<file path="src/rtl/med_pkt_gen_if.sv">
// Measurement-FIFO and report-packet bus bundle for med_pkt_gen.
// Latency: n/a (wires only).
// Backpressure: the FIFO side is pop-on-rd_en; the packet side transfers a word when out_wr=1 (out_wr only rises with out_rdy).
// Ports: med_dout/med_empty -> FIFO head and empty flag; med_rd_en <- pop strobe;
//        out_data/out_ctrl/out_wr <- packet words; out_rdy -> downstream can take a word.
// master = the packet generator, slave = the FIFO and output-queue side.
interface med_pkt_gen_if #(
  parameter int DATA_WIDTH = 64,
  parameter int CTRL_WIDTH = DATA_WIDTH / 8
);
  logic [DATA_WIDTH-1:0] med_dout;
  logic                  med_empty;
  logic                  med_rd_en;
  logic [DATA_WIDTH-1:0] out_data;
  logic [CTRL_WIDTH-1:0] out_ctrl;
  logic                  out_wr;
  logic                  out_rdy;

  modport master (
    input  med_dout, med_empty, out_rdy,
    output med_rd_en, out_data, out_ctrl, out_wr
  );

  modport slave (
    output med_dout, med_empty, out_rdy,
    input  med_rd_en, out_data, out_ctrl, out_wr
  );
endinterface

</file>
<file path="src/rtl/med_pkt_gen.sv">
// Packs 2-word latency records from the measurement FIFO into NetFPGA-style report packets.
// Latency: a packet starts the cycle after the record that fills it; a partial packet after FLUSH_TIMEOUT idle cycles.
// Backpressure: out_rdy=0 freezes the send FSM with data/ctrl held; no FIFO pops while a packet is being sent.
// Ports: clk, reset (synchronous, active-low), enable (gates new pops only),
//        bus (med_pkt_gen_if.master): med_dout/med_empty/med_rd_en FIFO side, out_data/out_ctrl/out_wr/out_rdy packet side.
// Header word layouts assume a 64-bit data bus.
module med_pkt_gen #(
  parameter int          DATA_WIDTH    = 64,
  parameter int          CTRL_WIDTH    = DATA_WIDTH / 8,
  parameter int          RECS_PER_PKT  = 8,
  parameter int          FLUSH_TIMEOUT = 1024,
  parameter logic [15:0] OUT_PORT      = 16'h0001,
  parameter logic [15:0] SRC_PORT_ID   = 16'h0000,
  parameter logic [47:0] DST_MAC       = 48'hFFFF_FFFF_FFFF,
  parameter logic [47:0] SRC_MAC       = 48'h00_4E_46_32_43_00,
  parameter logic [15:0] ETHERTYPE     = 16'h88B5
) (
  input  logic          clk,
  input  logic          reset,
  input  logic          enable,
  med_pkt_gen_if.master bus
);

  localparam int CNT_W  = 4;                              // RECS_PER_PKT <= 15
  localparam int IDX_W  = CNT_W + 1;                      // {rec_cnt, half}
  localparam int BUF_AW = $clog2(2 * RECS_PER_PKT);
  localparam int TMR_W  = $clog2(FLUSH_TIMEOUT + 1);

  localparam logic [CNT_W-1:0] RECS_MAX = CNT_W'(RECS_PER_PKT);
  localparam logic [TMR_W-1:0] TMR_LAST = TMR_W'(FLUSH_TIMEOUT - 1);

  typedef enum logic [2:0] {
    COLLECT  = 3'd0,
    HDR_IOQ  = 3'd1,
    HDR_ETH0 = 3'd2,
    HDR_ETH1 = 3'd3,
    PAYLOAD  = 3'd4
  } state_t;

  typedef struct packed {
    logic [15:0] out_port;
    logic [15:0] word_len;
    logic [15:0] src_port;
    logic [15:0] byte_len;
  } ioq_hdr_t;

  state_t                state, state_nxt;
  logic [CNT_W-1:0]      rec_cnt;
  logic [CNT_W-1:0]      pkt_recs;
  logic                  half;
  logic [TMR_W-1:0]      timer;
  logic [15:0]           seq;
  logic [IDX_W-1:0]      word_idx;
  logic [DATA_WIDTH-1:0] rec_buf [2*RECS_PER_PKT];

  logic                  pop;
  logic                  flush_full;
  logic                  flush_tmo;
  logic                  xfer;
  logic                  last_word;
  logic [IDX_W-1:0]      last_idx;
  logic [15:0]           word_len;
  ioq_hdr_t              ioq_hdr;

  logic                  med_rd_en_c;
  logic                  out_wr_c;
  logic [DATA_WIDTH-1:0] out_data_c;
  logic [CTRL_WIDTH-1:0] out_ctrl_c;

  assign flush_full = (rec_cnt == RECS_MAX);
  assign flush_tmo  = (rec_cnt != '0) && !half && (timer == TMR_LAST);

  // Pops are held off on the timeout-flush cycle: a word A taken then would
  // leave half=1 across the packet and misalign the next record.
  assign pop = reset && (state == COLLECT) && enable && !bus.med_empty &&
               (rec_cnt < RECS_MAX) && !flush_tmo;

  assign xfer      = reset && (state != COLLECT) && bus.out_rdy;
  assign last_idx  = {pkt_recs, 1'b0} - IDX_W'(1);
  assign last_word = (state == PAYLOAD) && (word_idx == last_idx);

  assign word_len = 16'd2 + 16'({pkt_recs, 1'b0});
  assign ioq_hdr  = '{out_port: OUT_PORT,
                      word_len: word_len,
                      src_port: SRC_PORT_ID,
                      byte_len: {word_len[12:0], 3'b000}};

  // State register
  always_ff @(posedge clk) begin
    if (!reset) state <= COLLECT;
    else        state <= state_nxt;
  end

  // Next state
  always_comb begin
    state_nxt = state;
    case (state)
      COLLECT:  if (flush_full || flush_tmo) state_nxt = HDR_IOQ;
      HDR_IOQ:  if (xfer) state_nxt = HDR_ETH0;
      HDR_ETH0: if (xfer) state_nxt = HDR_ETH1;
      HDR_ETH1: if (xfer) state_nxt = PAYLOAD;
      PAYLOAD:  if (xfer && last_word) state_nxt = COLLECT;
      default:  state_nxt = COLLECT;
    endcase
  end

  // Outputs
  always_comb begin
    med_rd_en_c = pop;
    out_wr_c    = 1'b0;
    out_data_c  = '0;
    out_ctrl_c  = '0;
    case (state)
      HDR_IOQ: begin
        out_wr_c   = xfer;
        out_ctrl_c = CTRL_WIDTH'(8'hFF);
        out_data_c = DATA_WIDTH'(ioq_hdr);
      end
      HDR_ETH0: begin
        out_wr_c   = xfer;
        out_data_c = DATA_WIDTH'({DST_MAC, SRC_MAC[47:32]});
      end
      HDR_ETH1: begin
        out_wr_c   = xfer;
        out_data_c = DATA_WIDTH'({SRC_MAC[31:0], ETHERTYPE, seq});
      end
      PAYLOAD: begin
        out_wr_c   = xfer;
        out_data_c = rec_buf[BUF_AW'(word_idx)];
        out_ctrl_c = last_word ? CTRL_WIDTH'(8'h01) : '0;
      end
      default: ;
    endcase
  end

  assign bus.med_rd_en = med_rd_en_c;
  assign bus.out_wr    = out_wr_c;
  assign bus.out_data  = out_data_c;
  assign bus.out_ctrl  = out_ctrl_c;

  // Record counters, flush timer, packet sequencing
  always_ff @(posedge clk) begin
    if (!reset) begin
      rec_cnt  <= '0;
      pkt_recs <= '0;
      half     <= 1'b0;
      timer    <= '0;
      seq      <= '0;
      word_idx <= '0;
    end else if (state == COLLECT) begin
      if (pop) begin
        half <= ~half;
        if (half) begin
          rec_cnt <= rec_cnt + CNT_W'(1);
          timer   <= '0;
        end
      end else if ((rec_cnt != '0) && !half) begin
        // Only idle time between complete records counts towards a flush;
        // a half-received record waits for its word B indefinitely.
        timer <= timer + TMR_W'(1);
      end
      if (flush_full || flush_tmo) begin
        pkt_recs <= rec_cnt;
        word_idx <= '0;
      end
    end else if (xfer && (state == PAYLOAD)) begin
      word_idx <= word_idx + IDX_W'(1);
      if (last_word) begin
        seq     <= seq + 16'd1;
        rec_cnt <= '0;
        timer   <= '0;
      end
    end
  end

  // Record buffer, addressed {rec_cnt, half}
  always_ff @(posedge clk) begin
    if (pop) rec_buf[BUF_AW'({rec_cnt, half})] <= bus.med_dout;
  end

endmodule

</file>
<file path="src/flat_wrapper.sv">
// flat-port wrapper written by rule: the top's interface ports become plain ports
module med_pkt_gen_flat 
#(
  parameter int          DATA_WIDTH    = 64,
  parameter int          CTRL_WIDTH    = DATA_WIDTH / 8,
  parameter int          RECS_PER_PKT  = 8,
  parameter int          FLUSH_TIMEOUT = 1024,
  parameter logic [15:0] OUT_PORT      = 16'h0001,
  parameter logic [15:0] SRC_PORT_ID   = 16'h0000,
  parameter logic [47:0] DST_MAC       = 48'hFFFF_FFFF_FFFF,
  parameter logic [47:0] SRC_MAC       = 48'h00_4E_46_32_43_00,
  parameter logic [15:0] ETHERTYPE     = 16'h88B5
)
  (clk, reset, enable, bus_med_dout, bus_med_empty, bus_out_rdy, bus_med_rd_en, bus_out_data, bus_out_ctrl, bus_out_wr);
  med_pkt_gen_if #(.DATA_WIDTH(DATA_WIDTH), .CTRL_WIDTH(CTRL_WIDTH)) bus_i ();
  input  logic clk;
  input  logic reset;
  input  logic enable;
  input wire logic [$bits(bus_i.med_dout)-1:0] bus_med_dout;
  input wire logic [$bits(bus_i.med_empty)-1:0] bus_med_empty;
  input wire logic [$bits(bus_i.out_rdy)-1:0] bus_out_rdy;
  output wire logic [$bits(bus_i.med_rd_en)-1:0] bus_med_rd_en;
  output wire logic [$bits(bus_i.out_data)-1:0] bus_out_data;
  output wire logic [$bits(bus_i.out_ctrl)-1:0] bus_out_ctrl;
  output wire logic [$bits(bus_i.out_wr)-1:0] bus_out_wr;
  assign bus_i.med_dout = bus_med_dout;
  assign bus_i.med_empty = bus_med_empty;
  assign bus_i.out_rdy = bus_out_rdy;
  assign bus_med_rd_en = bus_i.med_rd_en;
  assign bus_out_data = bus_i.out_data;
  assign bus_out_ctrl = bus_i.out_ctrl;
  assign bus_out_wr = bus_i.out_wr;
  med_pkt_gen #(.DATA_WIDTH(DATA_WIDTH), .CTRL_WIDTH(CTRL_WIDTH), .RECS_PER_PKT(RECS_PER_PKT), .FLUSH_TIMEOUT(FLUSH_TIMEOUT), .OUT_PORT(OUT_PORT), .SRC_PORT_ID(SRC_PORT_ID), .DST_MAC(DST_MAC), .SRC_MAC(SRC_MAC), .ETHERTYPE(ETHERTYPE)) u_core (.clk(clk), .reset(reset), .enable(enable), .bus(bus_i));
endmodule
</file>
<file path="config.mk">
export PLATFORM = sky130hd
export DESIGN_NAME = med_pkt_gen_flat
export DESIGN_NICKNAME = d
export VERILOG_FILES = /design/src/rtl/med_pkt_gen_if.sv /design/src/rtl/med_pkt_gen.sv /design/src/flat_wrapper.sv
export SDC_FILE = /design/constraint.sdc
export NUM_CORES = 1
export LEC_CHECK = 0
export BUFFER_PORTS_ARGS = -buffer_cell sky130_fd_sc_hd__buf_2
export CAP_MARGIN = 25
export CORE_AREA = 3 3 258 260
export CTS_BUF_LIST = sky130_fd_sc_hd__clkbuf_4 sky130_fd_sc_hd__clkbuf_8 sky130_fd_sc_hd__clkbuf_16
export DETAILED_ROUTE_END_ITERATION = 16
export DIE_AREA = 0 0 261 263
export GPL_ROUTABILITY_DRIVEN = 1
export HOLD_SLACK_MARGIN = 0.08
export MAX_ROUTING_LAYER = met4
export PLACE_DENSITY = 0.82
export SLEW_MARGIN = 20
export SYNTH_ARGS = -nofsm -noshare
export SYNTH_HDL_FRONTEND = slang
export SYNTH_SLANG_ARGS = --single-unit
</file>
<file path="constraint.sdc">
create_clock -name clk -period 13.3 [get_ports clk]
set_input_delay 1.33 -clock clk [delete_from_list [all_inputs] [get_ports clk]]
set_output_delay 1.33 -clock clk [all_outputs]
set_load 0.01 [all_outputs]
</file>
# [Yosys cells after proc, flatten, opt, wreduce, memory -nomap -nowiden]
# Memories as Yosys holds them, arrays and structs flattened. A register that Yosys moved wholly into a read port is not among the register bits.
# Index checks and enable logic that the tools add are counted.
[totals] memories=1 wordCells=90 out_inout_bits=74 register_bits=44 ram_bits=1024 inputBits=69
[memory_table] memory="u_core.rec_buf" words=16 width=64 rd=1 rd_clocked_by_memory_dff=1 write_ports=1 line_no="med_pkt_gen.sv:54" text="logic [DATA_WIDTH-1:0] rec_buf [2*RECS_PER_PKT];"
[op_classes] n_lt_le_gt_ge=1 n_mux=28 n_reduce_logical=29 bitwise_logic=2 add_sub_neg=6 eq_ne=16
[op_table] operator="$pmux W64 S4" n=1
[op_table] operator="$mux W11" n=6
[op_table] operator="$mux W4" n=7
[op_table] operator="$add A16 B1 Y16 const B" n=1
[op_table] operator="$pmux W8 S2" n=1
[op_table] operator="$mux W3" n=5
[op_table] operator="$mux W5" n=3
[op_table] operator="$pmux W3 S5" n=1
[op_table] operator="$logic_and A1 B1 Y1" n=12
[op_table] operator="$add A11 B1 Y11 const B" n=1
[op_table] operator="$eq A11 B10 Y1 const B" n=1
[op_table] operator="$ne A2 B1 Y1 const B" n=5
[op_table] operator="$reduce_and A4 Y1" n=2
[op_table] operator="$add A2 B5 Y6 const A" n=1
[op_table] operator="$eq A3 B2 Y1 const B" n=2
[op_table] operator="$ne A3 B2 Y1 const B" n=2
[op_table] operator="$reduce_and A2 Y1" n=3
[op_table] operator="$add A5 B1 Y5 const B" n=1
[op_table] operator="$eq A5 B5 Y1" n=1
[op_table] operator="$reduce_and A5 Y1" n=1
[op_table] operator="$sub A5 B1 Y5 const B" n=1
[op_table] operator="$add A4 B1 Y4 const B" n=1
[op_table] operator="$eq A4 B4 Y1 const B" n=1
[op_table] operator="$lt A4 B4 Y1 const B" n=1
[op_table] operator="13 further kinds" n=21

# [Depth between registers and ports, before layout]
# Gate-level depths: netlist (run 1).
[depth] depth_word=8 mapped_depth=9 ltp_nobuf=7

# [Worst setup path after synthesis (run 1)]
# OpenSTA, ideal clock, no wires.
[synth_path] path_kind="in2reg" from="in reset" to="mem u_core.rec_buf[1][0], enable pin" path_buffers=1 setup_ps=564 t_arrival_ps=7021 path_stages=6 required_ps=12736 path_slack_ps=5714 cell_sequence="buf_2 -> nor4bb_1 -> nand2_1 -> nor2_1 -> nand3_1 -> nor3_1"
[synth_between] elab_chain_len=7
[synth_rtl] item="start: declaration" line_no="flat_wrapper.sv:17" text="input logic reset;"
[synth_rtl] item="$logic_and A1 B1 Y1 (4 in series)" line_no="med_pkt_gen.sv:75" text="assign pop = reset && (state == COLLECT) && enable && !bus.med_empty &&"
[synth_rtl] item="$logic_and A1 B1 Y1" line_no="med_pkt_gen.sv:76" text="(rec_cnt < RECS_MAX) && !flush_tmo;"
[synth_rtl] item="named net bus_med_rd_en" line_no="flat_wrapper.sv:22" text="output wire logic [$bits(bus_i.med_rd_en)-1:0] bus_med_rd_en;"
[synth_rtl] item="$mux W1" line_no="med_pkt_gen.sv:178" text="if (pop) rec_buf[BUF_AW'({rec_cnt, half})] <= bus.med_dout;"
[synth_rtl] item="$mux W1 (implied by the code)" line_no="med_pkt_gen.sv:178"
[synth_rtl] item="end: declaration" line_no="med_pkt_gen.sv:54"
# The timed path passes the listed nets, and every way through them passes these cells.

==> results of run 1 <==
==> power groups by stage <==
| stage | combinational [W] | clock [W] | sequential, W |
|---|---|---|---|
| final | 0.0000743 | 0.00292 | 0.00370 |
| after global routing | 0.0000818 | 0.00307 | 0.00370 |
| after CTS | 0.0000730 | 0.00295 | 0.00370 |
| after detailed placement | 0.0000718 | 0 | 0.00378 |
| after global placement | 0.0000657 | 0 | 0.00377 |
| after floorplan | 0.0000171 | 0 | 0.00378 |
==> layout by cell type (no fill, tap or decap), types with 13 or more instances in the layout <==
cell type,count
sky130_fd_sc_hd__a21oi_1,38
sky130_fd_sc_hd__buf_2,142
sky130_fd_sc_hd__buf_4,37
sky130_fd_sc_hd__clkbuf_16,101
sky130_fd_sc_hd__clkinv_1,22
sky130_fd_sc_hd__clkinv_2,31
sky130_fd_sc_hd__dfxtp_1,45
sky130_fd_sc_hd__edfxtp_1,1024
sky130_fd_sc_hd__mux2i_1,131
sky130_fd_sc_hd__mux4_2,256
sky130_fd_sc_hd__nand2_1,54
sky130_fd_sc_hd__nand3_1,22
sky130_fd_sc_hd__nand4_1,16
sky130_fd_sc_hd__nor2_1,35
sky130_fd_sc_hd__o21ai_0,24
sky130_fd_sc_hd__o22a_1,18
sky130_fd_sc_hd__o22ai_1,31
sky130_fd_sc_hd__o31ai_1,14
sky130_fd_sc_hd__or2_2,29
sky130_fd_sc_hd__or4_1,13
==> registers in the layout (all words and copies together) (netlist names), named ones only <==
register / flops
u_core.half: 1
u_core.rec_cnt: 4
u_core.seq: 16
u_core.word_idx: 5
u_core.pkt_recs: 4
u_core.timer: 11
u_core.rec_buf: 1024
u_core.state: 3
==> area by class of cell <==
cell class	instances	area share, %
Multi-Input combinational cell	794	20.5
Timing Repair Buffer	187	2.41
Clock buffer	113	5.57
Clock inverter	75	1.64
Antenna cell	8	0.0426
Tap cell	855	2.28
Sequential cell	1072	67.5
Inverter	13	0.104
==> metrics by stage <==
| step | util [%] | setup slack, ns | std cells |
|---|---|---|---|
| after floorplan | - | 5.71 | 1996 |
| after global placement | 67.6 | 7.92 | 2915 |
| after detailed placement | 67.7 | 7.87 | 2918 |
| after CTS | 72.9 | 7.32 | 3106 |
| after global routing | 73.0 | 7.17 | 3116 |
| final | 73.0 | 7.35 | 3117 |
==> cell usage after synthesis (all sizes together) (6+ instances only) <==
| cell | count | area (sq um) |
|---|---|---|
| edfxtp | 1024 | 30700 |
| mux4 | 256 | 5770 |
| mux2i | 131 | 1310 |
| buf | 64 | 320 |
| nand2 | 55 | 206 |
| clkbuf | 53 | 199 |
| dfxtp | 48 | 961 |
| nor2 | 48 | 180 |
| a21oi | 38 | 190 |
| o22ai | 31 | 194 |
| or2 | 29 | 181 |
| o21ai | 25 | 125 |
| nand3 | 22 | 110 |
| o22a | 18 | 158 |
| nand4 | 16 | 100 |
| o31ai | 14 | 105 |
| or4 | 13 | 97.6 |
| inv | 12 | 45.0 |
| nor3 | 12 | 60.1 |
| xor2 | 12 | 105 |
| nand2b | 9 | 56.3 |
| ha | 7 | 87.6 |
| and3 | 6 | 37.5 |
==> kinds of logic (layout without fill, tap and decap cells) <==
family	count (synthesis)	count (layout)	share of synthesized area, %
DFF	1072	1072	75.9
buffers and inverters	130	388	1.36
other	0	8	0
AOI/OAI and AO/OA	151	151	2.34
xor gates and xnor gates	14	14	0.294
muxes	388	388	17.0
adders and majority gates	7	7	0.210
and+or+nand+nor	234	234	2.91
==> layer usage <==
layer,vias to the layer above,GRT usage [%],part of all wire [%]
met2,1544,50.3,52
met1,11280,40.4,35
li1,8662,-,-
met5,-,-,0
met4,0,11.7,3.6
met3,254,5.61,9.5
==> worst max-delay path, cell delays in order, from the launching register on <==
cell and delay (ns):
sky130_fd_sc_hd__dfxtp_4 0.80, sky130_fd_sc_hd__buf_4 0.89, sky130_fd_sc_hd__buf_4 0.60, sky130_fd_sc_hd__buf_16 0.33, sky130_fd_sc_hd__mux4_2 0.37, sky130_fd_sc_hd__mux2i_1 0.16, sky130_fd_sc_hd__o22ai_1 0.19, sky130_fd_sc_hd__or2_2 0.37
sky130_fd_sc_hd__buf_2 0.14
==> how the worst max path moves through the flow <==
stage | to | startpoint | cells past startpoint
after CTS | bus_out_data[54] | flop | 8
final | bus_out_data[54] | flop | 8
after global routing | bus_out_data[55] | flop | 8
after floorplan | u_core.rec_buf[1][0]$_DFFE_PP_ | reset | 6
after detailed placement | u_core.rec_buf[10][52]$_DFFE_PP_ | reset | 7
after global placement | u_core.rec_buf[10][52]$_DFFE_PP_ | reset | 7
==> impl_results.html, run 1 <==
<table>
<tr><th>Metric</th><th>Value</th></tr>
<tr><th colspan="2">Global routing</th></tr>
<tr><td>Number of antenna violations at the first check in global routing</td><td>9</td></tr>
<tr><td>Global-route wire length before repair</td><td>149 mm</td></tr>
<tr><td>Remaining global-route overflow</td><td>0</td></tr>
<tr><td>Global-route usage over all layers</td><td>31.2%</td></tr>
<tr><td>Via count of the first global-routing pass</td><td>22051</td></tr>
<tr><td>Largest net degree at the start of global routing</td><td>134</td></tr>
<tr><th colspan="2">Timing</th></tr>
<tr><td>RSZ-0062 raised after global routing</td><td>no</td></tr>
<tr><td>Maximum clock rate</td><td>168 MHz</td></tr>
<tr><td>Setup TNS Final</td><td>0 ns</td></tr>
<tr><td>Fin. max-slew vios</td><td>0</td></tr>
<tr><td>Period Utilization, post-route</td><td>between 40 and 50%</td></tr>
<tr><td>Post-Route Skew</td><td>between 0.03 and 0.04 ns</td></tr>
<tr><td>Normalized max-slew margin</td><td>21.7%</td></tr>
<tr><td>Final hold slack</td><td>0.496 ns</td></tr>
<tr><td>Setup-failing EPs final</td><td>0</td></tr>
<tr><td>Worst-margin pin slew</td><td>~1.2 ns</td></tr>
<tr><td>Final Hold Fails</td><td>0</td></tr>
<tr><td>Min Clock Period, post-route</td><td>~5.9 ns</td></tr>
<tr><th colspan="2">Logic synthesis</th></tr>
<tr><td>Yosys warnings</td><td>0</td></tr>
<tr><td>Number of instances in the synthesized netlist</td><td>1996</td></tr>
<tr><td>Unique cell type count in the Yosys netlist</td><td>56</td></tr>
<tr><td>Register bit count reported by yosys</td><td>1072</td></tr>
<tr><td>Asr flop ratio synth</td><td>0%</td></tr>
<tr><td>Primary FF master, synth</td><td>sky130_fd_sc_hd__edfxtp_1</td></tr>
<tr><td>Mapped Area</td><td>41800 sq um</td></tr>
<tr><td>Number of enable-type register cells in the synthesized netlist</td><td>1024</td></tr>
<tr><td>Share of the yosys chip area belonging to registers</td><td>75.9%</td></tr>
<tr><td>Nets in the synthesized netlist</td><td>2072</td></tr>
<tr><td>Synthesized area per cell</td><td>20.9 sq um</td></tr>
<tr><th colspan="2">Pwr</th></tr>
<tr><td>Share of total power in the clock network</td><td>between 40% and 50%</td></tr>
<tr><td>Maximum vdd drop</td><td>146 uV</td></tr>
<tr><td>Sw power</td><td>0.00132 W</td></tr>
<tr><td>Part of the total power dissipated in combinational logic</td><td>roughly 1.1%</td></tr>
<tr><td>Static Leakage</td><td>14.7 nW</td></tr>
<tr><td>Power per cell area</td><td>143 nW/um^2</td></tr>
<tr><td>Sequential group share of total power</td><td>a little under three fifths</td></tr>
<tr><td>Total power draw</td><td>0.00670 W</td></tr>
<tr><td>Int Power</td><td>around 0.0054 W</td></tr>
<tr><td>Net Sw Frac</td><td>19.7%</td></tr>
<tr><th colspan="2">Die</th></tr>
<tr><td>Die H</td><td>263 um</td></tr>
<tr><td>Chip Width</td><td>261 um</td></tr>
<tr><td>Starting utilization of the core area</td><td>64.9%</td></tr>
<tr><td>Num rows</td><td>93</td></tr>
<tr><td>Total I/O pin count</td><td>between 100 and 150</td></tr>
<tr><td>Core Region</td><td>64300 sq um</td></tr>
<tr><td>Full die area</td><td>68600 sq um</td></tr>
<tr><th colspan="2">Worst setup path</th></tr>
<tr><td>Arr. time, crit path</td><td>4.62 ns</td></tr>
<tr><td>Worst setup path class</td><td>flop to output pin</td></tr>
<tr><td>Startpoint kind of the worst setup timing path</td><td>flop</td></tr>
<tr><td>Startpoint of the worst register-to-register path</td><td>u_core.rec_cnt[1]$_SDFFE_PN0P_</td></tr>
<tr><td>Required @ worst endpoint</td><td>11.97 ns</td></tr>
<tr><td>Biggest fanout along the worst timing path</td><td>69</td></tr>
<tr><td>Reg-to-reg endpoint</td><td>u_core.rec_buf[0][9]$_DFFE_PP_</td></tr>
<tr><td>Register-to-register path setup slack</td><td>9.04 ns</td></tr>
<tr><td>Critical Path Sink Type</td><td>output pin</td></tr>
<tr><td>Path depth of the worst reg2reg path</td><td>10</td></tr>
<tr><th colspan="2">CTS</th></tr>
<tr><td>CTS tree</td><td>done</td></tr>
<tr><td>Post-CTS Setup Inserts</td><td>0</td></tr>
<tr><td># hold bufs at CTS</td><td>0</td></tr>
<tr><td>Clock root cell</td><td>sky130_fd_sc_hd__clkbuf_16</td></tr>
<tr><td>Total clock buffers created by CTS</td><td>roughly 100</td></tr>
<tr><td>H-tree levels</td><td>3</td></tr>
<tr><td>Total clock sinks</td><td>1072</td></tr>
<tr><td>Insertion delay of the later-clocked pin in the worst-skew pair</td><td>0.68 ns</td></tr>
<tr><td>Maximum clock path buffer count</td><td>3</td></tr>
<tr><td>Post-cts gate resize count</td><td>0</td></tr>
<tr><td>Clock-pin slew of the registers on the worst-case setup and hold paths</td><td>0.07 ns</td></tr>
<tr><th colspan="2">Placement</th></tr>
<tr><td>Area after DPL</td><td>43600 sq um</td></tr>
<tr><td>DP Wirelength</td><td>slightly below 50 mm</td></tr>
<tr><td>Placer Congestion</td><td>0.824</td></tr>
<tr><td>Buffers added on ports</td><td>142</td></tr>
<tr><th colspan="2">Route</th></tr>
<tr><td>Final ANT Viol Nets</td><td>0</td></tr>
<tr><td>Per-cell routed wire length</td><td>32.5 um</td></tr>
<tr><td>Total number of vias</td><td>around 22000</td></tr>
<tr><td>Number of remaining DRC errors</td><td>0</td></tr>
<tr><td>Number of detailed-routing iterations run before antenna repair</td><td>5</td></tr>
<tr><td>Iter 0 DRT Violations</td><td>~2800</td></tr>
<tr><td>Routed Wire Length</td><td>101 mm</td></tr>
<tr><td>Via-to-Cell Ratio</td><td>6.97</td></tr>
<tr><th colspan="2">Worst hold path</th></tr>
<tr><td>Hold Path Depth</td><td>2</td></tr>
<tr><td>Worst hold-check path type</td><td>flop to flop</td></tr>
<tr><td>Worst Hold End</td><td>u_core.timer[10]$_SDFFE_PN0P_</td></tr>
<tr><td>Hold Startpoint</td><td>u_core.timer[10]$_SDFFE_PN0P_</td></tr>
<tr><th colspan="2">Final layout</th></tr>
<tr><td>Area taken by flip-flops and latches</td><td>31700 sq um</td></tr>
<tr><td>Final net count</td><td>roughly 2200</td></tr>
<tr><td>Multi-input logic area</td><td>9610 sq um</td></tr>
<tr><td>Area added between synthesis and finish</td><td>12.5%</td></tr>
<tr><td>Proportion of layout cells with a drive suffix above 1</td><td>29.5%</td></tr>
<tr><td>Final standard cell area without fillers</td><td>47000 sq um</td></tr>
<tr><td>Final-layout fill cell count</td><td>3457</td></tr>
<tr><th colspan="2">Run</th></tr>
<tr><td>Max-cap violations</td><td>0</td></tr>
<tr><th colspan="2">Run status</th></tr>
<tr><td>Result of the run</td><td>completed</td></tr>
</table>
No activity file was read; power rests on OpenSTA's default activity.
==> run 2, diff against run 1 <==
--- a/config.mk
+++ b/config.mk
@@ -7,14 +7,14 @@
 export LEC_CHECK = 0
 export BUFFER_PORTS_ARGS = -buffer_cell sky130_fd_sc_hd__buf_2
 export CAP_MARGIN = 25
-export CORE_AREA = 3 3 258 260
+export CORE_AREA = 3 3 278 280
 export CTS_BUF_LIST = sky130_fd_sc_hd__clkbuf_4 sky130_fd_sc_hd__clkbuf_8 sky130_fd_sc_hd__clkbuf_16
 export DETAILED_ROUTE_END_ITERATION = 16
-export DIE_AREA = 0 0 261 263
+export DIE_AREA = 0 0 281 283
 export GPL_ROUTABILITY_DRIVEN = 1
 export HOLD_SLACK_MARGIN = 0.08
 export MAX_ROUTING_LAYER = met4
-export PLACE_DENSITY = 0.82
+export PLACE_DENSITY = 0.75
 export SLEW_MARGIN = 20
 export SYNTH_ARGS = -nofsm -noshare
 export SYNTH_HDL_FRONTEND = slang
==> constraint.sdc (replaced) <==
create_clock -name clk -period 5.1 [get_ports clk]
set_input_delay 0.51 -clock clk [delete_from_list [all_inputs] [get_ports clk]]
set_output_delay 0.51 -clock clk [all_outputs]
set_load 0.01 [all_outputs]
==> run 2 against run 1 <==
Compared with the run above:
- first-iteration DRC count shrank 23%
- clock power grew to 2.6 times the previous value
- sequential power grew to 2.6 times the previous value
- combinational power grew to 2.7 times the previous value
- critical path type unchanged
- largest power group unchanged
==> impl_results.html, run 2 (synthesized netlist as in run 1, its figures left out) <==
<table>
<tr><th>Metric</th><th>Value</th></tr>
<tr><th colspan="2">Worst setup path</th></tr>
<tr><td>Biggest fanout along the worst timing path</td><td>30 (-57%)</td></tr>
<tr><td>Startpoint kind of the worst setup timing path</td><td>flop</td></tr>
<tr><td>Count of buffer and inverter cells on the critical path</td><td>2 (-2)</td></tr>
<tr><td>Cell breakdown of the critical path</td><td>buf_4, mux4_2, mux2i_1, nor2_1, a211oi_1, o21ai_0, buf_2</td></tr>
<tr><td>Startpoint of the worst register-to-register path</td><td>u_core.rec_cnt[1]$_SDFFE_PN0P_</td></tr>
<tr><td>Path depth of the worst reg2reg path</td><td>8 (-2)</td></tr>
<tr><td>CP endpoint</td><td>bus_out_data[7]</td></tr>
<tr><td>Critical Path Sink Type</td><td>output pin</td></tr>
<tr><td>Top Family by Delay on Critical Path</td><td>multiplexers</td></tr>
<tr><td>Max incr delay on CP</td><td>0.79 ns (-0.10 ns)</td></tr>
<tr><td>Worst path depth</td><td>7 (-1)</td></tr>
<tr><td>Register-to-register path setup slack</td><td>1.11 ns (-7.93 ns)</td></tr>
<tr><td>Arr. time, crit path</td><td>3.82 ns (-0.80 ns)</td></tr>
<tr><td>Required @ worst endpoint</td><td>4.59 ns (-7.38 ns)</td></tr>
<tr><td>Reg-to-reg endpoint</td><td>u_core.rec_buf[10][34]$_DFFE_PP_</td></tr>
<tr><td>Worst setup path class</td><td>flop to output pin</td></tr>
<tr><td>Master of the slowest instance on the critical path</td><td>sky130_fd_sc_hd__dfxtp_4</td></tr>
<tr><th colspan="2">Pwr</th></tr>
<tr><td>Power per cell area</td><td>370 nW/um^2 (+160%)</td></tr>
<tr><td>Sw power</td><td>0.00341 W (+160%)</td></tr>
<tr><td>Part of the total power dissipated in combinational logic</td><td>1.1% (about the same)</td></tr>
<tr><td>Net Sw Frac</td><td>19.4% (-0.24 points)</td></tr>
<tr><td>Maximum vdd drop</td><td>340 uV (+130%)</td></tr>
<tr><td>Sequential group share of total power</td><td>54.9% (-0.4 points)</td></tr>
<tr><td>Static Leakage</td><td>14.8 nW (+0.49%)</td></tr>
<tr><td>Share of total power in the clock network</td><td>43.9% (+0.3 points)</td></tr>
<tr><td>Int Power</td><td>0.0142 W (+160%)</td></tr>
<tr><th colspan="2">Global routing</th></tr>
<tr><td>Global-route wire length before repair</td><td>139 mm (-6.9%)</td></tr>
<tr><td>Via count of the first global-routing pass</td><td>21643 (-1.9%)</td></tr>
<tr><td>Global-route usage over all layers</td><td>24.3% (-6.8 points)</td></tr>
<tr><td>Largest net degree at the start of global routing</td><td>65 (-51%)</td></tr>
<tr><td>Remaining global-route overflow</td><td>0 (unchanged)</td></tr>
<tr><td>Number of antenna violations at the first check in global routing</td><td>11 (+2)</td></tr>
<tr><th colspan="2">Route</th></tr>
<tr><td>Final ANT Viol Nets</td><td>0 (unchanged)</td></tr>
<tr><td>Iter 0 DRT Violations</td><td>2145 (-23%)</td></tr>
<tr><td>Number of detailed-routing iterations run before antenna repair</td><td>6 (+1)</td></tr>
<tr><td>Via-to-Cell Ratio</td><td>6.38 (-8.5%)</td></tr>
<tr><td>Routed Wire Length</td><td>92.7 mm (-8.4%)</td></tr>
<tr><td>Per-cell routed wire length</td><td>28.6 um (-12%)</td></tr>
<tr><td>Number of remaining DRC errors</td><td>0 (unchanged)</td></tr>
<tr><td>Total number of vias</td><td>20684 (-4.9%)</td></tr>
<tr><th colspan="2">Timing</th></tr>
<tr><td>Final Hold Fails</td><td>0 (unchanged)</td></tr>
<tr><td>Fin. max-slew vios</td><td>0 (unchanged)</td></tr>
<tr><td>Normalized max-slew margin</td><td>28.9% (+7.2 points)</td></tr>
<tr><td>Worst-margin pin slew</td><td>1.07 ns (-0.108 ns)</td></tr>
<tr><td>Maximum clock rate</td><td>231 MHz</td></tr>
<tr><td>RSZ-0062 raised after global routing</td><td>no</td></tr>
<tr><td>Post-Route Skew</td><td>0.0223 ns (-0.00831 ns)</td></tr>
<tr><td>Setup-failing EPs final</td><td>0 (unchanged)</td></tr>
<tr><td>Setup TNS Final</td><td>0 ns (unchanged)</td></tr>
<tr><td>Period Utilization, post-route</td><td>84.9%</td></tr>
<tr><td>Min Clock Period, post-route</td><td>4.33 ns</td></tr>
<tr><th colspan="2">CTS</th></tr>
<tr><td>Total clock buffers created by CTS</td><td>105 (+4.0%)</td></tr>
<tr><td>Total clock sinks</td><td>1072 (unchanged)</td></tr>
<tr><td>CTS tree</td><td>done</td></tr>
<tr><td>Post-CTS Setup Inserts</td><td>0 (unchanged)</td></tr>
<tr><td># hold bufs at CTS</td><td>0 (unchanged)</td></tr>
<tr><td>Insertion delay of the later-clocked pin in the worst-skew pair</td><td>0.67 ns (about the same)</td></tr>
<tr><td>Clock root cell</td><td>sky130_fd_sc_hd__clkbuf_16</td></tr>
<tr><td>H-tree levels</td><td>3 (unchanged)</td></tr>
<tr><td>Post-cts gate resize count</td><td>0 (unchanged)</td></tr>
<tr><td>Maximum clock path buffer count</td><td>3 (unchanged)</td></tr>
<tr><td>Clock-pin slew of the registers on the worst-case setup and hold paths</td><td>0.07 ns (about the same)</td></tr>
<tr><th colspan="2">Worst hold path</th></tr>
<tr><td>Hold Startpoint</td><td>bus_med_dout[59]</td></tr>
<tr><td>Worst hold-check path type</td><td>input port to flop</td></tr>
<tr><th colspan="2">Placement</th></tr>
<tr><td>DP Wirelength</td><td>49.9 mm (+2.9%)</td></tr>
<tr><td>Buffers added on ports</td><td>142 (unchanged)</td></tr>
<tr><td>Placer Congestion</td><td>0.841 (+2.1%)</td></tr>
<tr><th colspan="2">Final layout</th></tr>
<tr><td>Area taken by flip-flops and latches</td><td>31700 sq um (unchanged)</td></tr>
<tr><td>Biggest registers after layout</td><td>u_core.rec_buf x1024, u_core.seq x16, u_core.timer x11</td></tr>
<tr><td>Most common library cell in the layout ignoring fill and taps</td><td>sky130_fd_sc_hd__edfxtp_1</td></tr>
<tr><td>Post-layout utilization of the core</td><td>63.6% (-9.5 points)</td></tr>
<tr><td>Multi-input logic area</td><td>9650 sq um (+0.39%)</td></tr>
<tr><td>Max FFs per register</td><td>1024 (unchanged)</td></tr>
<tr><td>Final net count</td><td>2255 (+0.45%)</td></tr>
<tr><td>Register containing the most flip-flops in the final layout</td><td>u_core.rec_buf</td></tr>
<tr><td>Most frequent cells in the layout</td><td>sky130_fd_sc_hd__edfxtp_1 (1024), sky130_fd_sc_hd__mux4_2 (256), sky130_fd_sc_hd__buf_2 (142)</td></tr>
<tr><td>Area added between synthesis and finish</td><td>13.7%</td></tr>
<tr><td>Final-layout fill cell count</td><td>4783 (+38%)</td></tr>
<tr><td>Proportion of layout cells with a drive suffix above 1</td><td>29.9% (+0.40 points)</td></tr>
<tr><th colspan="2">Die</th></tr>
<tr><td>Num rows</td><td>100 (+7.5%)</td></tr>
<tr><td>Starting utilization of the core area</td><td>55.9% (-9.0 points)</td></tr>
<tr><td>Full die area</td><td>79500 sq um (+16%)</td></tr>
<tr><td>Die H</td><td>283 um (+7.6%)</td></tr>
<tr><td>Total I/O pin count</td><td>143 (unchanged)</td></tr>
<tr><td>Chip Width</td><td>281 um (+7.7%)</td></tr>
<tr><td>Core Region</td><td>74700 sq um (+16%)</td></tr>
<tr><th colspan="2">Run</th></tr>
<tr><td>Max-cap violations</td><td>0 (unchanged)</td></tr>
<tr><th colspan="2">Run status</th></tr>
<tr><td>Result of the run</td><td>completed</td></tr>
</table>
-- run 2: cell count changes in the layout (fill, tap and decap cells not counted), moves of 2 or more --
| cell | before | now |
|---|---|---|
| sky130_fd_sc_hd__buf_12 | 4 | 21 |
| sky130_fd_sc_hd__buf_16 | 2 | 0 |
| sky130_fd_sc_hd__buf_4 | 37 | 28 |
| sky130_fd_sc_hd__clkbuf_16 | 101 | 107 |
| sky130_fd_sc_hd__clkinv_16 | 2 | 0 |
| sky130_fd_sc_hd__clkinv_2 | 31 | 22 |
| sky130_fd_sc_hd__clkinv_4 | 0 | 2 |
| sky130_fd_sc_hd__clkinvlp_4 | 3 | 11 |
| sky130_fd_sc_hd__inv_16 | 3 | 1 |
| sky130_fd_sc_hd__nor3_2 | 4 | 0 |
| sky130_fd_sc_hd__nor3_4 | 0 | 4 |
-- run 2: layout make-up --
cell class	count	share of cell area, %
clock buffer	120	5.84
sequential	1072	66.8
antenna	7	0.0369
clock inverter	72	1.46
multi-input combinational	794	20.3
timing repair buffer	193	2.86
tap	969	2.55
inverter	13	0.103
-- run 2: worst min path at each step --
stage	cells after the start	to
floorplan	2	u_core.seq[15]$_SDFFE_PN0P_
global placement	2	u_core.timer[10]$_SDFFE_PN0P_
detailed placement	2	u_core.timer[10]$_SDFFE_PN0P_
CTS	1	u_core.rec_buf[8][40]$_DFFE_PP_
global route	1	u_core.rec_buf[1][57]$_DFFE_PP_
finish	1	u_core.rec_buf[13][59]$_DFFE_PP_
-- run 2: power groups by stage --
stage / sequential, W / clock (W) / combinational (W)
after floorplan: 0.00985 / 0 / 0.0000449
after global placement: 0.00984 / 0 / 0.000181
after detailed placement: 0.00984 / 0 / 0.000196
after CTS: 0.00966 / 0.00782 / 0.000197
after global routing: 0.00965 / 0.00813 / 0.000219
final: 0.00966 / 0.00772 / 0.000198
-- run 2: metrics by stage --
step	std cells	setup WS [ns]	area (sq um)	power [W]	hold slack, ns
6_report	3240	0.770	47500	0.0176	0.216
5_1_grt	3240	0.561	47500	0.0180	0.207
4_1_cts	3232	0.631	47500	0.0177	0.185
3_5_place_dp	3040	0.697	44000	0.0100	0.482
3_3_place_gp	3039	0.850	44000	0.0100	0.473
2_1_floorplan	1996	0.0488	41800	0.00989	0.443
-- run 2: layer usage --
metal	GRT usage (%)	share of wire, %	up-vias
met4	7.01	2.6	0
li1	-	-	8695
met2	38.5	50	1037
met5	-	0	-
met1	32.7	39	10769
met3	4.89	8.5	183
-- run 2: worst register-to-register path, stage by stage (launching register included) --
cell and delay, ns:
sky130_fd_sc_hd__dfxtp_1 0.50, sky130_fd_sc_hd__inv_1 0.16, sky130_fd_sc_hd__ha_1 0.18, sky130_fd_sc_hd__nor3b_1 0.55, sky130_fd_sc_hd__nor4_1 0.22, sky130_fd_sc_hd__nor3_1 0.43, sky130_fd_sc_hd__nand2_1 0.37, sky130_fd_sc_hd__nor2_4 0.79
sky130_fd_sc_hd__buf_4 0.45
==> run 3, diff against run 2 <==
--- a/config.mk
+++ b/config.mk
@@ -5,16 +5,17 @@
 export SDC_FILE = /design/constraint.sdc
 export NUM_CORES = 1
 export LEC_CHECK = 0
+export ABC_AREA = 1
 export BUFFER_PORTS_ARGS = -buffer_cell sky130_fd_sc_hd__buf_2
 export CAP_MARGIN = 25
-export CORE_AREA = 3 3 278 280
+export CORE_AREA = 3 3 282 284
 export CTS_BUF_LIST = sky130_fd_sc_hd__clkbuf_4 sky130_fd_sc_hd__clkbuf_8 sky130_fd_sc_hd__clkbuf_16
 export DETAILED_ROUTE_END_ITERATION = 16
-export DIE_AREA = 0 0 281 283
+export DIE_AREA = 0 0 285 287
 export GPL_ROUTABILITY_DRIVEN = 1
 export HOLD_SLACK_MARGIN = 0.08
 export MAX_ROUTING_LAYER = met4
-export PLACE_DENSITY = 0.75
+export PLACE_DENSITY = 0.76
 export SLEW_MARGIN = 20
 export SYNTH_ARGS = -nofsm -noshare
 export SYNTH_HDL_FRONTEND = slang
==> constraint.sdc (replaced) <==
create_clock -name clk -period 3.8 [get_ports clk]
set_input_delay 0.38 -clock clk [delete_from_list [all_inputs] [get_ports clk]]
set_output_delay 0.38 -clock clk [all_outputs]
set_load 0.01 [all_outputs]
==> run 3 against run 2 <==
Compared with the run above:
- via count is 40% higher
- worst hold slack lost 0.10 ns
- synthesized cell count rose by 75%
- critical path depth rose by 2
- largest power group unchanged
==> impl_results.html, run 3 <==
<table>
<tr><th>Metric</th><th>Value</th></tr>
<tr><th colspan="2">Worst setup path</th></tr>
<tr><td>Biggest fanout along the worst timing path</td><td>100 (+230%)</td></tr>
<tr><td>Required @ worst endpoint</td><td>3.42 ns (-1.17 ns)</td></tr>
<tr><td>Worst setup path class</td><td>flop to output pin</td></tr>
<tr><td>Critical Path Sink Type</td><td>output pin</td></tr>
<tr><td>Startpoint kind of the worst setup timing path</td><td>flop</td></tr>
<tr><td>Arr. time, crit path</td><td>3.10 ns (-0.72 ns)</td></tr>
<tr><th colspan="2">Final layout</th></tr>
<tr><td>Register containing the most flip-flops in the final layout</td><td>u_core.rec_buf</td></tr>
<tr><td>Final-layout fill cell count</td><td>5496 (+15%)</td></tr>
<tr><td>Area taken by flip-flops and latches</td><td>31700 sq um (about the same)</td></tr>
<tr><td>Biggest registers after layout</td><td>u_core.rec_buf x1024, u_core.seq x16, u_core.timer x11</td></tr>
<tr><td>Max FFs per register</td><td>1024 (unchanged)</td></tr>
<tr><td>Area added between synthesis and finish</td><td>13.2%</td></tr>
<tr><td>Proportion of layout cells with a drive suffix above 1</td><td>11.6% (-18 points)</td></tr>
<tr><td>Post-layout utilization of the core</td><td>63.2% (-0.36 points)</td></tr>
<tr><td>Final net count</td><td>3660 (+62%)</td></tr>
<tr><td>Most frequent cells in the layout</td><td>sky130_fd_sc_hd__edfxtp_1 (1024), sky130_fd_sc_hd__nor2_1 (648), sky130_fd_sc_hd__o21ai_0 (572)</td></tr>
<tr><td>Multi-input logic area</td><td>10300 sq um (+6.4%)</td></tr>
<tr><td>Post-route insts no fill</td><td>4713 (+45%)</td></tr>
<tr><td>Most common library cell in the layout ignoring fill and taps</td><td>sky130_fd_sc_hd__edfxtp_1</td></tr>
<tr><th colspan="2">Run status</th></tr>
<tr><td>Result of the run</td><td>completed</td></tr>
<tr><th colspan="2">Run</th></tr>
<tr><td>Max-cap violations</td><td>0 (unchanged)</td></tr>
<tr><th colspan="2">Worst hold path</th></tr>
<tr><td>Worst hold-check path type</td><td>input port to flop</td></tr>
<tr><th colspan="2">Timing</th></tr>
<tr><td>Normalized max-slew margin</td><td>28.9% (about the same)</td></tr>
<tr><td>Final Hold Fails</td><td>0 (unchanged)</td></tr>
<tr><td>Maximum clock rate</td><td>between 200 and 300 MHz</td></tr>
<tr><td>Worst-margin pin slew</td><td>1.07 ns (+0.0000192 ns)</td></tr>
<tr><td>Min setup slack post-route</td><td>0.315 ns (-0.455 ns)</td></tr>
<tr><td>Setup-failing EPs final</td><td>0 (unchanged)</td></tr>
<tr><td>Period Utilization, post-route</td><td>91.7%</td></tr>
<tr><td>Post-Route Skew</td><td>0.0408 ns (+0.0185 ns)</td></tr>
<tr><td>Fin. max-slew vios</td><td>0 (unchanged)</td></tr>
<tr><td>Min Clock Period, post-route</td><td>3.48 ns</td></tr>
<tr><td>RSZ-0062 raised after global routing</td><td>no</td></tr>
<tr><th colspan="2">Route</th></tr>
<tr><td>Per-cell routed wire length</td><td>22.9 um (-20%)</td></tr>
<tr><td>Final ANT Viol Nets</td><td>0 (unchanged)</td></tr>
<tr><td>Via-to-Cell Ratio</td><td>6.14 (-3.8%)</td></tr>
<tr><td>Number of remaining DRC errors</td><td>0 (unchanged)</td></tr>
<tr><td>Routed Wire Length</td><td>108 mm (+16%)</td></tr>
<tr><td>Iter 0 DRT Violations</td><td>3528 (+64%)</td></tr>
<tr><td>Total number of vias</td><td>28952 (+40%)</td></tr>
<tr><td>Number of detailed-routing iterations run before antenna repair</td><td>7 (+1)</td></tr>
<tr><th colspan="2">Placement</th></tr>
<tr><td>DP Wirelength</td><td>56.7 mm (+14%)</td></tr>
<tr><td>Placer Congestion</td><td>0.867 (+3.1%)</td></tr>
<tr><td>Buffers added on ports</td><td>142 (unchanged)</td></tr>
<tr><td>Setup Slack @ Placement</td><td>0.759 ns (+0.0617 ns)</td></tr>
<tr><td>Number of cells in the design after placement</td><td>4488 (+48%)</td></tr>
<tr><th colspan="2">Die</th></tr>
<tr><td>Starting utilization of the core area</td><td>55.8% (-0.083 points)</td></tr>
<tr><td>Num rows</td><td>102 (+2.0%)</td></tr>
<tr><td>Core Region</td><td>77300 sq um (+3.5%)</td></tr>
<tr><td>Die H</td><td>287 um (+1.4%)</td></tr>
<tr><td>Full die area</td><td>81800 sq um (+2.9%)</td></tr>
<tr><td>Chip Width</td><td>285 um (+1.4%)</td></tr>
<tr><td>Total I/O pin count</td><td>143 (unchanged)</td></tr>
<tr><th colspan="2">Pwr</th></tr>
<tr><td>Net Sw Frac</td><td>22.1% (+2.7 points)</td></tr>
<tr><td>Sw power</td><td>0.00556 W (+63%)</td></tr>
<tr><td>Int Power</td><td>0.0196 W (+39%)</td></tr>
<tr><td>Total power draw</td><td>0.0252 W (+43%)</td></tr>
<tr><td>Maximum vdd drop</td><td>423 uV (+24%)</td></tr>
<tr><td>Static Leakage</td><td>16.5 nW (+12%)</td></tr>
<tr><td>Share of total power in the clock network</td><td>41.3% (-2.6 points)</td></tr>
<tr><td>Part of the total power dissipated in combinational logic</td><td>6.9% (+5.8 points)</td></tr>
<tr><td>Power per cell area</td><td>515 nW/um^2 (+39%)</td></tr>
<tr><td>Sequential group share of total power</td><td>51.9% (-3.0 points)</td></tr>
<tr><th colspan="2">Logic synthesis</th></tr>
<tr><td>Unique cell type count in the Yosys netlist</td><td>37 (-34%)</td></tr>
<tr><td>Simple logic cell fraction of the synthesized area</td><td>10.7% (+7.8 points)</td></tr>
<tr><td>Share of synthesized cell area in full adder, half adder and majority cells</td><td>0.203% (-0.0069 points)</td></tr>
<tr><td>Main combinational cell family by area after synthesis</td><td>compound AO/OA/AOI/OAI gates</td></tr>
<tr><td>Synthesized area per cell</td><td>12.4 sq um (-41%)</td></tr>
<tr><td>Asr flop ratio synth</td><td>0% (unchanged)</td></tr>
<tr><td>Number of instances in the synthesized netlist</td><td>3487 (+75%)</td></tr>
<tr><td>Most frequent cells after synthesis</td><td>sky130_fd_sc_hd__edfxtp_1 (1024), sky130_fd_sc_hd__nor2_1 (664), sky130_fd_sc_hd__o21ai_0 (572), sky130_fd_sc_hd__nand2_1 (320), sky130_fd_sc_hd__o22ai_1 (151)</td></tr>
<tr><td>Primary FF master, synth</td><td>sky130_fd_sc_hd__edfxtp_1</td></tr>
<tr><td>Mapped Area</td><td>43200 sq um (+3.4%)</td></tr>
<tr><td>Portion of synthesized cell area occupied by the leading cell type</td><td>71.2% (-2.4 points)</td></tr>
<tr><td>Dominant cell by count in the synthesized netlist</td><td>sky130_fd_sc_hd__edfxtp_1</td></tr>
<tr><td>Nets in the synthesized netlist</td><td>3563 (+72%)</td></tr>
<tr><td>Share of the yosys chip area belonging to registers</td><td>73.4% (-2.5 points)</td></tr>
<tr><td>Register bit count reported by yosys</td><td>1072 (unchanged)</td></tr>
<tr><td>Multiplexer share of the synthesized area</td><td>0% (-17 points)</td></tr>
<tr><td>Parity-gate share of the synthesized area counting xor and xnor cells</td><td>0.284% (-0.0096 points)</td></tr>
<tr><td>Ranking of synthesized cells by area</td><td>sky130_fd_sc_hd__edfxtp_1 (71%), sky130_fd_sc_hd__o21ai_0 (6.6%), sky130_fd_sc_hd__nor2_1 (5.8%)</td></tr>
<tr><td>Most area-hungry cell type in the Yosys netlist</td><td>sky130_fd_sc_hd__edfxtp_1</td></tr>
<tr><td>Yosys warnings</td><td>0 (unchanged)</td></tr>
<tr><td>Number of enable-type register cells in the synthesized netlist</td><td>1024 (unchanged)</td></tr>
<tr><td>Post-synthesis compound-gate area fraction</td><td>12.3% (+10 points)</td></tr>
<tr><th colspan="2">CTS</th></tr>
<tr><td>H-tree levels</td><td>3 (unchanged)</td></tr>
<tr><td>CTS tree</td><td>done</td></tr>
<tr><td>Clock root cell</td><td>sky130_fd_sc_hd__clkbuf_16</td></tr>
<tr><td>Post-CTS Setup Inserts</td><td>0 (unchanged)</td></tr>
<tr><td>Insertion delay of the later-clocked pin in the worst-skew pair</td><td>0.67 ns (about the same)</td></tr>
<tr><td>Total clock buffers created by CTS</td><td>103 (-1.9%)</td></tr>
<tr><td>Clock-pin slew of the registers on the worst-case setup and hold paths</td><td>0.06 ns (about the same)</td></tr>
<tr><td>Maximum clock path buffer count</td><td>3 (unchanged)</td></tr>
<tr><td>Total clock sinks</td><td>1072 (unchanged)</td></tr>
<tr><th colspan="2">Global routing</th></tr>
<tr><td>Remaining global-route overflow</td><td>0 (unchanged)</td></tr>
<tr><td>Routing usage on met2</td><td>42.0% (+3.5 points)</td></tr>
<tr><td>Met1 routing resource usage after global routing</td><td>36.2% (+3.5 points)</td></tr>
<tr><td>Number of antenna violations at the first check in global routing</td><td>1 (-10)</td></tr>
<tr><td>Global Route met3 Usage</td><td>4.36% (-0.53 points)</td></tr>
<tr><td>Global-route wire length before repair</td><td>163 mm (+17%)</td></tr>
<tr><td>Largest net degree at the start of global routing</td><td>180 (+180%)</td></tr>
<tr><td>Global-route usage over all layers</td><td>26.7% (+2.3 points)</td></tr>
<tr><td>Layer carrying the most global-route usage</td><td>met2</td></tr>
<tr><td>Via count of the first global-routing pass</td><td>27607 (+28%)</td></tr>
</table>
## run 3: kinds of logic (layout without fill, tap and decap cells)
group | count (synthesis) | in the layout
compound gates | 942 | 942
xor+xnor | 14 | 14
fa+ha+maj | 7 | 7
buf+inv | 310 | 495
flops | 1072 | 1072
other cells | 0 | 1
simple gates | 1142 | 1142
## run 3: worst max-delay path, cell delays in order, from the launching register on
cell,delay [ns]
sky130_fd_sc_hd__dfxtp_4,0.37
sky130_fd_sc_hd__inv_8,0.47
sky130_fd_sc_hd__buf_4,0.47
sky130_fd_sc_hd__o21ai_0,0.20
sky130_fd_sc_hd__o22ai_1,0.19
sky130_fd_sc_hd__nand2_1,0.07
sky130_fd_sc_hd__nand3_1,0.10
sky130_fd_sc_hd__nand3_1,0.16
sky130_fd_sc_hd__nand2_1,0.18
sky130_fd_sc_hd__buf_2,0.19
## run 3: final timing paths
check | endpoint | slack (ns) | cells past startpoint | start
max | bus_out_data[22] | 0.32 | 9 | flop
min | u_core.rec_buf[0][55]$_DFFE_PP_ | 0.11 | 1 | bus_med_dout[55]
min reg2reg | u_core.seq[15]$_SDFFE_PN0P_ | 0.48 | 2 | u_core.seq[15]$_SDFFE_PN0P_
max reg2reg | u_core.rec_buf[1][31]$_DFFE_PP_ | 0.65 | 10 | u_core.state[2]$_SDFFE_PN0P_
## run 3: repair_timing
item / 4_1_cts / 5_1_grt
gates resized for setup: 0 / 0
endpoints found under the hold margin: 315 / 0
hold buffers: 30 / 0
## run 3: cell type report
| cell class | count | share of cell area, % |
|---|---|---|
| flip-flops and latches | 1072 | 64.9 |
| multi-input cells | 2105 | 21.0 |
| clock buffers | 130 | 5.77 |
| repair buffers | 234 | 3.75 |
| well taps | 1040 | 2.66 |
| clock inverters | 63 | 1.34 |
| inverters | 68 | 0.563 |
| diodes | 1 | 0.00512 |
## run 3: power by group through the flow
stage | sequential, W | clock, W | combinational (W)
final | 0.0131 | 0.0104 | 0.00173
after detailed placement | 0.0133 | 0 | 0.00172
after CTS | 0.0131 | 0.0105 | 0.00175
after floorplan | 0.0133 | 0 | 0.000979
after global routing | 0.0131 | 0.0110 | 0.00190
after global placement | 0.0133 | 0 | 0.00169
## run 3: per-layer routing
| metal | share of wire (%) | vias up |
|---|---|---|
| li1 | - | 13005 |
| met1 | 40 | 14107 |
| met2 | 48 | 1621 |
| met3 | 9.5 | 219 |
| met4 | 2.4 | 0 |
| met5 | 0 | - |
## run 3: metrics by stage
step / cell area [sq um] / hold WS, ns / setup TNS, ns
CTS: 48900 / 0.0800 / 0
global route: 48900 / 0.0944 / 0
detailed placement: 45100 / 0.475 / 0
global placement: 45100 / 0.467 / 0
floorplan: 43200 / 0.455 / -756.75
finish: 48900 / 0.115 / 0
